==> src/rtl/crono_countdown.sv <==
`default_nettype none
//==============================================================================
// Module      : crono_countdown
// Description : BCD hh:mm:ss countdown engine for the chronometer. Drives the
//               active flag, the end-of-count pulse and the ring output.
//               Pause/resume on inicio is built when CRONO_PAUSA_EN is defined.
// Revision    : 1.0 - initial release
//==============================================================================
module crono_countdown #(
    parameter int unsigned TICKS_PER_SEC = 100000000,
    parameter int unsigned RING_SECONDS  = 10
) (
    input  logic       clk,
    input  logic       Reset,
    input  logic       programar,
    input  logic       inicio,
    input  logic       apagar,
    input  logic [7:0] horas_in,
    input  logic [7:0] minutos_in,
    input  logic [7:0] segundos_in,
    output logic [7:0] horas_cnt,
    output logic [7:0] minutos_cnt,
    output logic [7:0] segundos_cnt,
    output logic       activo,
    output logic       fin,
    output logic       ring
);

    localparam int unsigned c_PRESC_W = (TICKS_PER_SEC > 1) ? $clog2(TICKS_PER_SEC) : 1;
    localparam int unsigned c_RSEC_W  = (RING_SECONDS > 1) ? $clog2(RING_SECONDS) : 1;
    localparam logic [c_PRESC_W-1:0] c_PRESC_LAST = c_PRESC_W'(TICKS_PER_SEC - 1);
    localparam logic [c_PRESC_W-1:0] c_PRESC_ONE  = c_PRESC_W'(1);
    localparam logic [c_RSEC_W-1:0]  c_RSEC_LAST  = c_RSEC_W'(RING_SECONDS - 1);
    localparam logic [c_RSEC_W-1:0]  c_RSEC_ONE   = c_RSEC_W'(1);

    localparam logic [1:0] c_IDLE  = 2'd0;
    localparam logic [1:0] c_RUN   = 2'd1;
    localparam logic [1:0] c_RING  = 2'd2;
`ifdef CRONO_PAUSA_EN
    localparam logic [1:0] c_PAUSE = 2'd3;
`endif

    logic [1:0]           r_state, w_stateNext;
    logic [7:0]           r_horas, r_minutos, r_segundos;
    logic [7:0]           w_horasNext, w_minutosNext, w_segundosNext;
    logic [c_PRESC_W-1:0] r_presc, w_prescNext;
    logic [c_RSEC_W-1:0]  r_ringSec, w_ringSecNext;
    logic                 r_inicioPrev;
    logic                 r_activo, r_fin, r_ring;
    logic                 w_finNext, w_activoNext;
    logic                 w_inicioEdge, w_countZero, w_decZero;
    logic                 w_segBorrow, w_minBorrow;
    logic [7:0]           w_horDec, w_minDec, w_segDec;

    // Invalid digits or out-of-range values saturate to the field limit.
    function automatic logic [7:0] clampBcd(input logic [7:0] value, input logic [7:0] limit);
        if (value[7:4] > 4'd9 || value[3:0] > 4'd9 || value > limit) begin
            return limit;
        end else begin
            return value;
        end
    endfunction

    function automatic logic [7:0] decBcd(input logic [7:0] value, input logic [7:0] wrapVal);
        if (value[3:0] != 4'd0) begin
            return {value[7:4], value[3:0] - 4'd1};
        end else if (value[7:4] != 4'd0) begin
            return {value[7:4] - 4'd1, 4'd9};
        end else begin
            return wrapVal;
        end
    endfunction

    assign w_inicioEdge = inicio & ~r_inicioPrev;
    assign w_countZero  = ({r_horas, r_minutos, r_segundos} == 24'h0);

    assign w_segDec    = decBcd(r_segundos, 8'h59);
    assign w_segBorrow = (r_segundos == 8'h00);
    assign w_minDec    = w_segBorrow ? decBcd(r_minutos, 8'h59) : r_minutos;
    assign w_minBorrow = w_segBorrow && (r_minutos == 8'h00);
    // Hours are never zero when a borrow reaches them, so no wrap value is needed.
    assign w_horDec    = w_minBorrow ? decBcd(r_horas, 8'h00) : r_horas;
    assign w_decZero   = ({w_horDec, w_minDec, w_segDec} == 24'h0);

    always_comb begin
        w_stateNext    = r_state;
        w_horasNext    = r_horas;
        w_minutosNext  = r_minutos;
        w_segundosNext = r_segundos;
        w_prescNext    = r_presc;
        w_ringSecNext  = r_ringSec;
        w_finNext      = 1'b0;

        if (programar) begin
            w_stateNext    = c_IDLE;
            w_horasNext    = clampBcd(horas_in, 8'h23);
            w_minutosNext  = clampBcd(minutos_in, 8'h59);
            w_segundosNext = clampBcd(segundos_in, 8'h59);
            w_prescNext    = '0;
            w_ringSecNext  = '0;
        end else begin
            case (r_state)
                c_IDLE: begin
                    if (w_inicioEdge && !w_countZero) begin
                        w_stateNext = c_RUN;
                        w_prescNext = '0;
                    end
                end
                c_RUN: begin
`ifdef CRONO_PAUSA_EN
                    if (w_inicioEdge) begin
                        w_stateNext = c_PAUSE;
                    end else
`endif
                    if (r_presc == c_PRESC_LAST) begin
                        w_prescNext    = '0;
                        w_horasNext    = w_horDec;
                        w_minutosNext  = w_minDec;
                        w_segundosNext = w_segDec;
                        if (w_decZero) begin
                            w_stateNext   = c_RING;
                            w_finNext     = 1'b1;
                            w_ringSecNext = '0;
                        end
                    end else begin
                        w_prescNext = r_presc + c_PRESC_ONE;
                    end
                end
                c_RING: begin
                    if (apagar) begin
                        w_stateNext   = c_IDLE;
                        w_prescNext   = '0;
                        w_ringSecNext = '0;
                    end else if (r_presc == c_PRESC_LAST) begin
                        // The prescaler doubles as the sub-second timer of the ring period.
                        w_prescNext = '0;
                        if (r_ringSec == c_RSEC_LAST) begin
                            w_stateNext   = c_IDLE;
                            w_ringSecNext = '0;
                        end else begin
                            w_ringSecNext = r_ringSec + c_RSEC_ONE;
                        end
                    end else begin
                        w_prescNext = r_presc + c_PRESC_ONE;
                    end
                end
`ifdef CRONO_PAUSA_EN
                c_PAUSE: begin
                    if (w_inicioEdge) begin
                        w_stateNext = c_RUN;
                    end
                end
`endif
                default: begin
                    w_stateNext = c_IDLE;
                end
            endcase
        end
    end

`ifdef CRONO_PAUSA_EN
    assign w_activoNext = (w_stateNext == c_RUN) || (w_stateNext == c_PAUSE);
`else
    assign w_activoNext = (w_stateNext == c_RUN);
`endif

    always_ff @(posedge clk) begin
        if (Reset) begin
            r_state      <= c_IDLE;
            r_horas      <= 8'h00;
            r_minutos    <= 8'h00;
            r_segundos   <= 8'h00;
            r_presc      <= '0;
            r_ringSec    <= '0;
            r_inicioPrev <= 1'b0;
            r_activo     <= 1'b0;
            r_fin        <= 1'b0;
            r_ring       <= 1'b0;
        end else begin
            r_state      <= w_stateNext;
            r_horas      <= w_horasNext;
            r_minutos    <= w_minutosNext;
            r_segundos   <= w_segundosNext;
            r_presc      <= w_prescNext;
            r_ringSec    <= w_ringSecNext;
            r_inicioPrev <= inicio;
            r_activo     <= w_activoNext;
            r_fin        <= w_finNext;
            r_ring       <= (w_stateNext == c_RING);
        end
    end

    assign horas_cnt    = r_horas;
    assign minutos_cnt  = r_minutos;
    assign segundos_cnt = r_segundos;
    assign activo       = r_activo;
    assign fin          = r_fin;
    assign ring         = r_ring;

endmodule
`default_nettype wire
==> config.mk <==
export PLATFORM = sky130hd
export DESIGN_NAME = crono_countdown
export DESIGN_NICKNAME = d
export VERILOG_FILES = /design/src/rtl/crono_countdown.sv
export SDC_FILE = /design/constraint.sdc
export NUM_CORES = 1
export LEC_CHECK = 0
export ABC_AREA = 1
export BUFFER_PORTS_ARGS = -buffer_cell sky130_fd_sc_hd__buf_4
export CAP_MARGIN = 0
export CORE_MARGIN = 2
export CORE_UTILIZATION = 53
export DETAILED_ROUTE_END_ITERATION = 16
export PLACE_DENSITY = 0.74
export SKIP_CTS_REPAIR_TIMING = 1
export SYNTH_ARGS = -nofsm -noshare
export SYNTH_HDL_FRONTEND = slang
export SYNTH_SLANG_ARGS = --single-unit
==> constraint.sdc <==
create_clock -name clk -period 2.4 [get_ports clk]
set_clock_uncertainty 0.15 [all_clocks]
set_input_delay 0.48 -clock clk [delete_from_list [all_inputs] [get_ports clk]]
set_output_delay 0.48 -clock clk [all_outputs]
set_load 0.02 [all_outputs]
# == Yosys cells after proc, flatten, opt, wreduce, memory -nomap -nowiden ==
# Cells that the tools add are included.
# classes
addsub,8
order_cmp,9
n_eq_ne,10
mux,39
n_bitwise,4
reduce_logical,29
# op_table
cell,count
$mux W8,20
$mux W27,3
$pmux W27 S3,1
$logic_not A24 Y1,2
$add A27 B1 Y27 const B,1
$eq A27 B27 Y1 const B,1
$gt A4 B4 Y1 const B,6
$reduce_bool A4 Y1,6
$sub A4 B1 Y4 const B,6
$mux W4,5
$gt A8 B7 Y1 const B,2
$logic_not A8 Y1,2
$mux W2,7
$gt A8 B6 Y1 const B,1
$pmux W4 S2,1
$logic_or A1 B1 Y1,6
$ne A2 B2 Y1 const B,3
$pmux W2 S3,1
$reduce_bool A2 Y1,3
$add A4 B1 Y4 const B,1
$eq A2 B1 Y1 const B,2
$eq A2 B2 Y1 const B,2
$eq A4 B4 Y1 const B,1
$reduce_and A2 Y1,2
other kinds (11),14
# word_totals
reg_bits,61
input_bits,29
out_inout_bits,27
elab_cells,109

# == Logic depth before layout (Yosys ltp) ==
# Gate-level depths: netlist (run 1).
# depth
word_depth,10
ltp_mapped,16
depth_no_buf,16

# == Worst setup path before layout (run 1) ==
# OpenSTA, ideal clock, no wires.
# synth_path
path_type,register -> register
start,register r_minutos[4] (netlist: minutos_cnt[4])
end,register r_presc[15]
t_arrival_ns,1.764
t_required_ns,2.135
slack_ns,0.371
path_stages_with_launch,17
n_path_buf,1
path_cell_list,dfxtp_1 > nor2_1 > nand2_1 > nor2_8 > nand2_4 > inv_4 > nand2_2 > nand3_1 > nand2_2 > nand2_4 > inv_2 > buf_6 > nand3_1 > nand2_2 > nand2_1 > o22ai_1 > inv_1
# synth_between
elab_chain_len,5
# synth_lines
element,line,rtl
"start, declared",44,"logic [7:0] r_horas, r_minutos, r_segundos;"
"start signal, assigned",182,r_minutos <= w_minutosNext;
$logic_not A24 Y1,75,"assign w_countZero = ({r_horas, r_minutos, r_segundos} == 24'h0);"
$logic_not A1 Y1,104,if (w_inicioEdge && !w_countZero) begin
$logic_and A1 B1 Y1,104,
$ne A2 B2 Y1 (no line),-,
$reduce_and A2 Y1 (no line),-,
"end signal, assigned",184,r_presc <= w_prescNext;
"end, declared",46,"logic [c_PRESC_W-1:0] r_presc, w_prescNext;"
# Every way passes these cells.
# A chain may end at the register's enable or synchronous reset.

# == Final worst setup path (run 1) ==
# layout_path
start,register r_presc[0]
end,register r_presc[26]
# layout_between
elab_chain_len,4
# layout_lines
element,line,rtl
$add A27 B1 Y27 or $eq A27 B27 Y1 (tied branches),-,
$mux W27 (*),"115, 134",
$mux W27,130,if (apagar) begin
$pmux W27 S3 (*),102,case (r_state)
# Every way passes the cells marked *; elsewhere a longest branch is shown, timed or not.

==> impl_metrics.py, run 1 <==
metrics = {
    "status": {
        "outcome": "complete, no violations",
    },
    "placed_design": {
        "dp_slack_ns": 0.1019,
        "dp.cells": 803,
        "gp_congestion": 0.9235,
        "io_buffers": 55,
        "dp_hpwl_mm": 7.907,
    },
    "clocking": {
        "htreeDepth": 3,
        "worstSkewPairLatency_ns": 0.35,
        "numCtsBuffers": 9,
        "cts_tree": "built",
        "cts_root_buffer": "clkbuf_8",
        "clk_pin_slew_ns": 0.07,
        "clkSinkCount": 61,
        "clk_path_buf_depth": 2,
    },
    "timing": {
        "rsz0062_at_grt": "true",
        "timing.fmax_ghz": 0.4510,
        "timing.setup.tns_ns": 0,
        "worst_slack_ns": 0.1828,
        "hold_violations": 0,
        "finalCritPeriodShare_pct": 92.39,
        "final_max_slew_viol_count": 0,
        "period_minus_slack_ns": 2.217,
        "hold_ws_ns": 0.2170,
        "setup_viol": 0,
        "max-slew-margin-rel_pct": 64.70,
        "worstMarginPinSlew_ns": 0.5289,
    },
    "detailed_routing": {
        "drc": 0,
        "ant_nets": 0,
        "viasPerCell": 5.303,
        "wire_per_inst_microns": 12.82,
        "vias": 4364,
        "drtPass1Iterations": 4,
        "first_iter_violations": 230,
        "wirelength_mm": 10.55,
    },
    "logic_synthesis": {
        "ys_seq_area_share_pct": 30.17,
        "synth_top_cell_by_area": "dfxtp_1",
        "netlist_area_sq_um": 4048,
        "avgSynthCellArea_sq_um": 6.285,
        "netlist_top_cells_area": "dfxtp_1 (30%), nand2_1 (17%), inv_1 (8.3%), nor2_1 (7.5%), nand3_1 (4.8%)",
        "synth_seq_cells": 61,
        "synthArstFlopShare_pct": 0,
        "synthCells": 644,
        "synth_cell_types": 41,
        "ys_warn_count": 0,
        "synthFlopType": "dfxtp_1",
        "synth_edf_count": 0,
        "synth.top_cell.area_share_pct": 30.17,
        "syn-num-nets": 680,
    },
    "power": {
        "power_mw": 2.594,
        "irDropWorstVdd_mv": 0.2793,
        "powerDensity_nw_per_um2": 526.8,
        "leakage_nw": 2.275,
    },
    "final_layout": {
        "area_growth_syn_to_layout_pct": 21.67,
        "fillers": 674,
        "num_antenna_cells": 0,
        "nNetsFinal": 755,
        "drive_gt1_share_pct": 18.37,
        "layout_common_cells": "nand2_1 (180), inv_1 (90), nor2_1 (80), buf_4 (73), dfxtp_1 (56)",
        "final_common_cell": "nand2_1",
        "fin_cells": 823,
    },
    "global_route": {
        "grtUsageTotal_pct": 26.02,
        "grt_pass1_wl_mm": 17.88,
        "antenna_found_initial": 0,
        "top_usage_layer": "met2",
        "grt_pass1_vias": 3978,
        "grt_use_met2_pct": 38.91,
        "grt_use_met3_pct": 5.311,
        "grt_max_degree": 25,
        "gr-usage-met1_pct": 36.26,
        "overflow": 0,
    },
    "setup_path": {
        "critPathLaunchType": "flip-flop",
        "slowest_stage": "dfxtp_1",
        "r2r-start": "r_presc[0]$_SDFFE_PP0P_",
        "crit_path_end_kind": "flip-flop",
        "reg2reg_depth": 10,
        "cp-startpoint": "r_presc[0]$_SDFFE_PP0P_",
        "cp.arrival_ns": 2.30,
        "ff2ff_setup_slack_ns": 0.18,
        "critPathBufInv": 1,
        "cp_max_fo": 4,
        "cp.required_ns": 2.48,
        "crit_chain": "ha_1 -> inv_1 -> nor3_2 -> nand2_1 -> nor4_1 -> nand2_1 -> nor2_1 -> nand3_1 -> xor2_1 -> nor2_1",
        "critPathTopFamily": "simple AND/OR/NAND/NOR gates",
        "r2r_end": "r_presc[26]$_SDFFE_PP0P_",
        "path_class": "flip-flop to flip-flop",
        "critPathMaxStageDelay_ns": 0.38,
    },
    "die": {
        "die_area_sq_um": 8352,
        "io_pins": 56,
        "rows": 31,
        "fp.coreArea_sq_um": 7331,
        "die_y_microns": 91.39,
        "dieWidth_microns": 91.39,
        "start_util_pct": 55.21,
    },
    "job": {
        "maxCapViolations": 0,
    },
    "worst_hold_path": {
        "hold_path_depth": 3,
        "hold_path.startpoint": "inicio",
        "worstHoldEndpoint": "r_inicioPrev$_SDFF_PP0_",
        "holdCritPathClass": "input pin to flip-flop",
    },
}
-- tightest hold or removal path: stages --
cell	delay, ns
buf_4	0.10
inv_1	0.03
nor2_1	0.06
-- synthesized netlist by cell type, drive strengths merged, types with 5 or more instances --
library cell and number:
nand2 191, inv 93, nor2 92, dfxtp 61, nand3 42, o21ai 37
nand4 20, a21oi 18, nor3 18, a31oi 14, ha 7, nor4 7
xor2 7, buf 6, clkbuf 5, nand3b 5
-- layer usage --
layer	share of wire (%)	wire, microns	vias to the layer above
li1	-	-	2241
met1	48	5057	1942
met2	42	4455	158
met3	7.4	784	23
met4	2.4	252	0
met5	0	0	-
-- per-stage QoR --
step,area (sq um),util (%)
2_1_floorplan,4048,-
3_3_place_gp,4649,63.42
3_5_place_dp,4649,63.42
4_1_cts,4865,66.36
5_1_grt,4925,67.18
6_report,4925,67.18
-- cells by family after synthesis --
kind of cell / count (synthesis) / synth area share [%]
xor gates and xnor gates: 10 / 2.164
AOI/OAI and AO/OA: 84 / 12.21
adders and majority gates: 7 / 2.164
and+or+nand+nor: 378 / 42.94
buffers and inverters: 104 / 10.36
DFF: 61 / 30.17
-- flip-flops by register name, summed over array words and instances, names as in the netlist --
name,flops
fin,1
r_state,2
segundos_cnt,8
activo,1
ring,1
horas_cnt,8
minutos_cnt,8
r_presc,27
r_inicioPrev,1
r_ringSec,4
-- report_power, final --
part / switching [mW] / internal [mW]
registers: 0.0285 / 1.04
logic: 0.324 / 0.192
clock network: 0.432 / 0.582
total: 0.784 / 1.81
-- how the worst max path moves through the flow --
stage	slack, ns	cells after the start	end
floorplan	0.37	16	r_presc[15]$_SDFFE_PP0P_
detailed placement	0.10	16	r_presc[16]$_SDFFE_PP0P_
finish	0.18	10	r_presc[26]$_SDFFE_PP0P_
global placement	0.20	16	r_presc[16]$_SDFFE_PP0P_
CTS	0.09	16	r_presc[16]$_SDFFE_PP0P_
global route	-0.004	13	r_presc[23]$_SDFFE_PP0P_
-- cell type report --
class	count	area [sq um]	share of cell area (%)
Clock inverter	6	87.58	1.778
Sequential cell	61	1227	24.92
Multi-Input combinational cell	480	2436	49.47
Inverter	93	354.1	7.190
Tap cell	99	123.9	2.515
Clock buffer	10	127.6	2.591
Timing Repair Buffer	74	568.0	11.53
(Power assumes the default switching activity.)
==> run 2: changes to the inputs <==
Settings changed: CORE_ASPECT_RATIO from default to 1.25, CTS_CLUSTER_SIZE from default to 12.
==> impl_metrics.py, run 2 (synthesis results as in run 1) <==
metrics = {
    "final_layout": {
        "seqCellArea_sq_um": 1234,
        "num_antenna_cells": 0,
        "final_common_cell": "nand2_1",
        "fin_cells": 821,
        "area_growth_syn_to_layout_pct": 22.63,
        "fillers": 697,
        "largest_reg_flops": 27,
        "drive_gt1_share_pct": 20.16,
        "layout_common_cells": "nand2_1 (177), inv_1 (89), nor2_1 (79), buf_4 (79), dfxtp_1 (51)",
        "regMostFlops": "r_presc",
        "multiInputGateArea_sq_um": 2457,
        "nNetsFinal": 760,
    },
    "setup_path": {
        "cp-startpoint": "r_presc[0]$_SDFFE_PP0P_",
        "cp_max_fo": 5,
        "critPathTopFamily": "simple AND/OR/NAND/NOR gates",
        "slowest_stage": "dfxtp_1",
        "cp.arrival_ns": 2.33,
        "path_class": "flip-flop to flip-flop",
        "r2r-start": "r_presc[0]$_SDFFE_PP0P_",
        "cp.required_ns": 2.52,
        "critPathBufInv": 3,
        "cp_common_cell": "inv_1",
        "reg2reg_depth": 11,
        "crit_path_end_kind": "flip-flop",
        "endpoint": "segundos_cnt[3]$_SDFFE_PP0P_",
        "crit_chain": "ha_1 -> inv_1 -> nor3_4 -> nand2_2 -> inv_1 -> nand4_1 -> or2_2 -> nor2_2 -> buf_4 -> nand3_1 -> a31oi_1",
        "r2r_end": "segundos_cnt[3]$_SDFFE_PP0P_",
        "critPathLaunchType": "flip-flop",
        "path_depth": 11,
        "critPathMaxStageDelay_ns": 0.37,
        "ff2ff_setup_slack_ns": 0.19,
    },
    "detailed_routing": {
        "drc": 0,
        "ant_nets": 0,
        "viasPerCell": 5.378,
        "first_iter_violations": 206,
        "wire_per_inst_microns": 13.52,
        "wirelength_mm": 11.10,
        "vias": 4415,
        "drtPass1Iterations": 5,
    },
    "timing": {
        "period_minus_slack_ns": 2.213,
        "hold_violations": 0,
        "worstMarginPinSlew_ns": 0.4920,
        "timing.fmax_ghz": 0.4518,
        "timing.setup.tns_ns": 0,
        "final_max_slew_viol_count": 0,
        "finalCritPeriodShare_pct": 92.23,
        "rsz0062_at_grt": "false",
        "hold_ws_ns": 0.2047,
        "setup_viol": 0,
        "max-slew-margin-rel_pct": 66.90,
    },
    "clocking": {
        "htreeDepth": 3,
        "cts_root_buffer": "clkbuf_8",
        "numCtsBuffers": 9,
        "clk_pin_slew_ns": 0.07,
        "clk_path_buf_depth": 2,
        "worstSkewPairLatency_ns": 0.35,
        "clkSinkCount": 61,
        "cts_tree": "built",
    },
    "job": {
        "maxCapViolations": 0,
    },
    "power": {
        "leakage_nw": 2.321,
        "power_mw": 2.602,
        "powerDensity_nw_per_um2": 524.2,
        "irDropWorstVdd_mv": 0.3586,
    },
    "global_route": {
        "antenna_found_initial": 0,
        "grt_pass1_vias": 4085,
        "grt_max_degree": 25,
        "grtUsageTotal_pct": 28.34,
        "overflow": 0,
        "grt_pass1_wl_mm": 18.44,
    },
    "die": {
        "io_pins": 56,
        "rows": 35,
        "die_area_sq_um": 8357,
        "dieWidth_microns": 82.17,
        "start_util_pct": 54.69,
        "fp.coreArea_sq_um": 7401,
        "die_y_microns": 101.7,
    },
    "placed_design": {
        "gp_congestion": 0.9633,
        "dp_hpwl_mm": 8.329,
        "dp.cells": 797,
        "io_buffers": 55,
    },
    "status": {
        "outcome": "complete, no violations",
    },
    "worst_hold_path": {
        "holdCritPathClass": "input pin to flip-flop",
    },
}
[run 2: per-layer routing]
metal  vias up  GRT usage, %  wire, microns
met1      2029         32.88           4590
met5         -             0              0
met3        13         4.545            457
met4         0         10.26            191
li1       2259             -              -
met2       114         51.53           5859
[run 2: worst reg2reg max path, cell delays in order (launching register included)]
cell and delay [ns]:
dfxtp_1 0.37, ha_1 0.19, inv_1 0.08, nor3_4 0.15, nand2_2 0.10, inv_1 0.10
nand4_1 0.15, or2_2 0.36, nor2_2 0.11, buf_4 0.15, nand3_1 0.07, a31oi_1 0.14
[run 2: where the power goes]
part / internal (mW) / switching, mW / total, mW
combinational: 0.198 / 0.331 / 0.529
clock: 0.580 / 0.426 / 1.01
sequential: 1.04 / 0.0299 / 1.07
total: 1.82 / 0.787 / 2.60
[run 2: layout make-up]
cell class	count	area share (%)
Multi-Input combinational cell	480	49.51
Sequential cell	61	24.85
Timing Repair Buffer	79	11.95
Inverter	93	7.209
Clock buffer	11	2.647
Tap cell	92	2.319
Clock inverter	5	1.512
[run 2: metrics by stage]
stage                     setup slack, ns  cell area (sq um)  util [%]
after floorplan                    0.3706               4048         -
after global placement             0.1054               4636     62.64
after detailed placement          0.05981               4636     62.64
after CTS                         0.03217               4842     65.43
after global routing             0.008862               4964     67.07
final                              0.1865               4964     67.07
[run 2: worst min path at each step]
| stage | cells after the start | from | slack (ns) | endpoint |
|---|---|---|---|---|
| 6_report | 3 | inicio | 0.20 | r_inicioPrev$_SDFF_PP0_ |
| 5_1_grt | 3 | inicio | 0.21 | r_inicioPrev$_SDFF_PP0_ |
| 4_1_cts | 3 | inicio | 0.20 | r_inicioPrev$_SDFF_PP0_ |
| 3_5_place_dp | 2 | r_presc[14]$_SDFFE_PP0P_ | 0.31 | r_presc[14]$_SDFFE_PP0P_ |
| 3_3_place_gp | 2 | r_presc[14]$_SDFFE_PP0P_ | 0.30 | r_presc[14]$_SDFFE_PP0P_ |
| 2_1_floorplan | 1 | r_presc[7]$_SDFFE_PP0P_ | 0.28 | r_presc[7]$_SDFFE_PP0P_ |
